===== src/rtl/clk_rst_seq_if.sv =====
// clk_rst_seq_if: request/strobe/reset bundle between the sequencer
// and the subsystems it releases.
interface clk_rst_seq_if #(
    parameter int N_RST = 3
);
    logic             rst_req;
    logic             wdt_kick;
    logic             clk_en;
    logic [N_RST-1:0] rst_out_n;
    logic             busy;
    logic [1:0]       rst_cause;

    modport master (
        input  rst_req,
        input  wdt_kick,
        output clk_en,
        output rst_out_n,
        output busy,
        output rst_cause
    );

    modport slave (
        output rst_req,
        output wdt_kick,
        input  clk_en,
        input  rst_out_n,
        input  busy,
        input  rst_cause
    );
endinterface


===== src/rtl/clk_rst_seq.sv =====
// clk_rst_seq: clock-enable divider plus staggered reset sequencer.
// Define CLK_RST_SEQ_WDT_EN to build in the RUN-state watchdog.
module clk_rst_seq #(
    parameter int CLK_DIV    = 4,
    parameter int RST_CYCLES = 256,
    parameter int N_RST      = 3,
    parameter int STAGGER    = 16,
    parameter int WDT_BITS   = 20
) (
    input logic           clk,
    input logic           reset_n,
    clk_rst_seq_if.master bus
);
    localparam int DW = (CLK_DIV > 1) ? $clog2(CLK_DIV) : 1;
    localparam int HW = $clog2(RST_CYCLES + 1);
    localparam int SL = (N_RST - 1) * STAGGER;
    localparam int SW = (SL > 0) ? $clog2(SL + 1) : 1;

    localparam logic [DW-1:0] DIV_LAST  = DW'(CLK_DIV - 1);
    localparam logic [HW-1:0] HOLD_LAST = HW'(RST_CYCLES);
    localparam logic [SW-1:0] STAG_LAST = SW'(SL);

    typedef enum logic [1:0] {
        HOLD,
        RELEASE,
        RUN
    } state_t;

    state_t           state;
    logic [DW-1:0]    div_cnt;
    logic [HW-1:0]    hold_cnt;
    logic [SW-1:0]    stag_cnt;
    logic [N_RST-1:0] rel_mask;
    logic             wdt_to;

    // Divider ignores internal resets so clk_en cadence survives them.
    always_ff @(posedge clk) begin
        if (!reset_n) begin
            div_cnt    <= '0;
            bus.clk_en <= 1'b0;
        end else begin
            bus.clk_en <= (div_cnt == DIV_LAST);
            if (div_cnt == DIV_LAST)
                div_cnt <= '0;
            else
                div_cnt <= div_cnt + 1'b1;
        end
    end

    always_comb begin
        rel_mask = '0;
        for (int i = 0; i < N_RST; i++)
            rel_mask[i] = (int'(stag_cnt) + 1) >= (i * STAGGER);
    end

`ifdef CLK_RST_SEQ_WDT_EN
    localparam logic [WDT_BITS-1:0] WDT_TERM = ~WDT_BITS'(1);

    logic [WDT_BITS-1:0] wdt_cnt;

    // Timeout fires on the edge the count would reach all-ones.
    assign wdt_to = (state == RUN) && !bus.wdt_kick
                 && (wdt_cnt == WDT_TERM);

    always_ff @(posedge clk) begin
        if (!reset_n || state != RUN || bus.wdt_kick || wdt_to)
            wdt_cnt <= '0;
        else
            wdt_cnt <= wdt_cnt + 1'b1;
    end
`else
    logic unused_wdt;

    assign wdt_to     = 1'b0;
    assign unused_wdt = bus.wdt_kick ^ (WDT_BITS > 0);
`endif

    always_ff @(posedge clk) begin
        if (!reset_n) begin
            state         <= HOLD;
            hold_cnt      <= '0;
            stag_cnt      <= '0;
            bus.rst_out_n <= '0;
            bus.busy      <= 1'b1;
            bus.rst_cause <= 2'b00;
        end else if (wdt_to) begin
            state         <= HOLD;
            hold_cnt      <= '0;
            stag_cnt      <= '0;
            bus.rst_out_n <= '0;
            bus.busy      <= 1'b1;
            bus.rst_cause <= 2'b10;
        end else if (bus.rst_req) begin
            state         <= HOLD;
            hold_cnt      <= '0;
            stag_cnt      <= '0;
            bus.rst_out_n <= '0;
            bus.busy      <= 1'b1;
            bus.rst_cause <= 2'b01;
        end else begin
            unique case (state)
                HOLD: begin
                    if (hold_cnt == HOLD_LAST) begin
                        state         <= RELEASE;
                        stag_cnt      <= '0;
                        bus.rst_out_n <= N_RST'(1);
                        bus.busy      <= (N_RST > 1);
                    end else begin
                        hold_cnt <= hold_cnt + 1'b1;
                    end
                end
                RELEASE: begin
                    if (stag_cnt == STAG_LAST) begin
                        state <= RUN;
                    end else begin
                        stag_cnt      <= stag_cnt + 1'b1;
                        bus.rst_out_n <= rel_mask;
                        bus.busy      <= ~&rel_mask;
                    end
                end
                RUN: ;
                default: state <= HOLD;
            endcase
        end
    end
endmodule

===== src/flat_wrapper.sv =====
// flat-port wrapper written by rule: the top's interface ports become plain ports
module clk_rst_seq_flat 
#(
    parameter int CLK_DIV    = 4,
    parameter int RST_CYCLES = 256,
    parameter int N_RST      = 3,
    parameter int STAGGER    = 16,
    parameter int WDT_BITS   = 20
)
  (clk, reset_n, bus_rst_req, bus_wdt_kick, bus_clk_en, bus_rst_out_n, bus_busy, bus_rst_cause);
  clk_rst_seq_if #(.N_RST(N_RST)) bus_i ();
  input logic clk;
  input logic reset_n;
  input wire logic [$bits(bus_i.rst_req)-1:0] bus_rst_req;
  input wire logic [$bits(bus_i.wdt_kick)-1:0] bus_wdt_kick;
  output wire logic [$bits(bus_i.clk_en)-1:0] bus_clk_en;
  output wire logic [$bits(bus_i.rst_out_n)-1:0] bus_rst_out_n;
  output wire logic [$bits(bus_i.busy)-1:0] bus_busy;
  output wire logic [$bits(bus_i.rst_cause)-1:0] bus_rst_cause;
  assign bus_i.rst_req = bus_rst_req;
  assign bus_i.wdt_kick = bus_wdt_kick;
  assign bus_clk_en = bus_i.clk_en;
  assign bus_rst_out_n = bus_i.rst_out_n;
  assign bus_busy = bus_i.busy;
  assign bus_rst_cause = bus_i.rst_cause;
  clk_rst_seq #(.CLK_DIV(CLK_DIV), .RST_CYCLES(RST_CYCLES), .N_RST(N_RST), .STAGGER(STAGGER), .WDT_BITS(WDT_BITS)) u_core (.clk(clk), .reset_n(reset_n), .bus(bus_i));
endmodule

===== config.mk =====
export PLATFORM = sky130hd
export DESIGN_NAME = clk_rst_seq_flat
export DESIGN_NICKNAME = d
export VERILOG_FILES = /design/src/rtl/clk_rst_seq_if.sv /design/src/rtl/clk_rst_seq.sv /design/src/flat_wrapper.sv
export SDC_FILE = /design/constraint.sdc
export NUM_CORES = 1
export LEC_CHECK = 0
export BUFFER_PORTS_ARGS = -buffer_cell sky130_fd_sc_hd__buf_2
export CORE_ASPECT_RATIO = 1.4
export CORE_MARGIN = 3
export CORE_UTILIZATION = 56
export CTS_CLUSTER_DIAMETER = 40
export CTS_CLUSTER_SIZE = 12
export DETAILED_ROUTE_END_ITERATION = 10
export GPL_TIMING_DRIVEN = 0
export MAX_ROUTING_LAYER = met4
export PLACE_DENSITY = 0.76
export RECOVER_POWER = 25
export SLEW_MARGIN = 25
export SYNTH_ARGS = -nofsm -noshare
export SYNTH_HDL_FRONTEND = slang
export SYNTH_SLANG_ARGS = --single-unit

===== constraint.sdc =====
create_clock -name clk -period 2.2 [get_ports clk]
set_input_delay 0.33 -clock clk [delete_from_list [all_inputs] [get_ports clk]]
set_output_delay 0.33 -clock clk [all_outputs]
set_load 0.005 [all_outputs]

==> out/results.ini <==
[layout]
diodes=0
layout_common_cells=dfxtp_1, nor2_1, inv_1, buf_2, xor2_1
areaGrowthSynthToFinish_pct=8.11
drive_gt1_frac=0.176
seqCellArea_um2=500
final_common_cell=dfxtp_1
layout.nets=141
multi_input_area_um2=631
fillerInstances=172

[cts]
cts_tree=done
clk_pin_slew_ns=0.14
clk_latency_ns=0.31
cts_setup_buffers=0
cts_buffers=3
clock_path_buffers=2
hold_buffers=0
htree_levels=1
cts-root-buf=clkbuf_4
cts_resized=0
cts_sinks=25

[yosys]
synth_compound_area_frac=0.152
synth_top_family_by_area=simple AND/OR/NAND/NOR gates
synthArstFlopShare=0
yosysSeqAreaShare=0.427
yosys.area_share.simple=0.254
syn_inst=119
synth_warnings=0
syn-cell-area_um2=1170
syn_nets=128
ys_seq_elements=25
synth_xor_area_frac=0.0672
synth.distinct_cells=39
yosys.area.top_type_share=0.427
yosys.area.top_type=dfxtp_1
synth_area_leaders=dfxtp_1, ha_1, xor2_1
ys.flop_type=dfxtp_1
syn_area_per_cell_um2=9.85
synthMuxAreaShare=0.00854
synth_adder_area_share=0.0534
synth_edf_count=0

[critical_path]
crit_slowest_cell=dfxtp_1
crit_chain=inv_1 -> ha_1 -> nor4b_2 -> nand3_2 -> and2_4 -> a311o_1
required_ns=2.42
critPathKind=reg -> reg
endpoint_kind=flop
worstPathArrival_ns=1.94
slowest_delay_ns=0.39
cp-startpoint=u_core.hold_cnt[0]
cp_max_fo=6
reg2reg_from=u_core.hold_cnt[0]
worstSetupStartpointType=flop

[drt]
wl_um=1970
final_antenna_net_count=0
first_pass_iters=4
drcViolationCount=0
routedWlPerCell_um=13.0
via_per_inst=5.68
vias=864
drt_iter0_markers=18

[timing]
fmax_mhz=584
rsz0062_at_grt=no
worst_slew_pin_slew_ns=0.476
relSlewSlack=0.674
holdWs_ns=0.230
finalSetupTns_ns=0
slew_viol_final=0
report.final.setup_viol=0
fin_crit_sh=0.779
skew_ns=0.00861
hold_violations=0
min_period_ns=1.71

[power_and_ir_drop]
ir_worst_vdd_uv=497
p_leak_nw=0.482
power_density_nw_per_um2=554

[grt]
grt_pass1_vias=820
use_met3=0.0181
grtUsageTotal=0.169
use_met1=0.179
busiest_layer=met2
grt_max_degree=16
gr-usage-met2=0.294
grt_overflow_total=0
antenna_found_initial=0
grt_pass1_wl_um=3330

[floorplanning]
std_cell_rows=19
dieHeight_um=60.1
die_area_um2=2690
die_x_um=44.7
pin_count=11
core_um2=1970
initial_core_util=0.594

[min_path]
hp-class=in -> reg
hold_path_startpoint=bus_rst_req

[status]
status=finished, final reports clean

[place]
gp_congestion=0.817
io_buffers=8
dp.final_hpwl_um=1550

[flow_run]
maxCapViolations=0

final timing paths:
path / end / slack [ns] / depth (start not counted)
worst min register to register: u_core.bus.busy / 0.47 / 2
worst min-delay path: u_core.bus.rst_cause[0] / 0.23 / 2
worst max-delay path: u_core.bus.rst_out_n[1] / 0.49 / 6
worst max register to register: u_core.bus.rst_out_n[1] / 0.49 / 6
power by group:
part	internal [W]	leakage, nW	switching, W	total (W)
logic	0.0000150	0.265	0.0000168	0.0000318
registers	0.000461	0.203	0.00000569	0.000467
clock network	0.0000693	0.0139	0.000134	0.000203
total	0.000546	0.482	0.000156	0.000702
cells in the mapped netlist, types with 2 or more instances:
library cell,n
xor2_1,6
nor4b_2,2
inv_1,7
and2_1,2
nand2_1,5
nand3_1,5
and3_1,2
a311oi_1,2
nor2_1,13
nand4_1,5
xnor2_1,3
o21a_1,2
dfxtp_1,25
a21oi_1,4
clkbuf_1,2
a31o_2,2
nand2b_1,4
ha_1,5
a31oi_1,3
kinds of logic (layout without fill, tap and decap cells):
logic type	Yosys count	count (layout)
simple gates	48	48
fa+ha+maj	5	5
xor+xnor	9	9
other cells	1	1
mux	1	1
compound gates	20	20
flops	25	25
buf+inv	10	22
layer usage:
metal	share of wire	vias to the layer above
met4	0.018	0
met5	0	-
li1	-	442
met1	0.43	410
met2	0.54	8
met3	0.017	4
state kept, by name (all words and copies together) (netlist names):
register / cells
u_core.bus.rst_cause: 1
u_core.bus.rst_out_n: 3
u_core.bus.busy: 1
u_core.hold_cnt: 9
u_core.bus.clk_en: 1
u_core.div_cnt: 2
u_core.state: 2
u_core.stag_cnt: 6
final cells by class:
type / count / area share
Buffer: 3 / 0.0118
Sequential cell: 25 / 0.395
Clock inverter: 1 / 0.00592
Timing Repair Buffer: 8 / 0.0306
Tap cell: 21 / 0.0207
Clock buffer: 3 / 0.0178
Inverter: 7 / 0.0207
Multi-Input combinational cell: 84 / 0.498
per-stage QoR:
step | setup slack, ns | util | std cells | power [W] | instance area (um^2)
6_report | 0.487 | 0.642 | 152 | 0.000702 | 1270
2_1_floorplan | 0.608 | - | 119 | 0.000498 | 1170
5_1_grt | 0.359 | 0.642 | 152 | 0.000729 | 1270
4_1_cts | 0.476 | 0.643 | 152 | 0.000715 | 1270
3_5_place_dp | 0.491 | 0.628 | 148 | 0.000510 | 1240
3_3_place_gp | 0.519 | 0.628 | 148 | 0.000507 | 1240
critical path: cells and delay by family, from the launching register on:
kind	cells	cell delay [ns]
and+or+nand+nor	3	0.68
DFF	1	0.39
AOI/OAI and AO/OA	1	0.34
adders and majority gates	1	0.14
buffers and inverters	1	0.08
No activity file was read; power rests on OpenSTA's default activity.
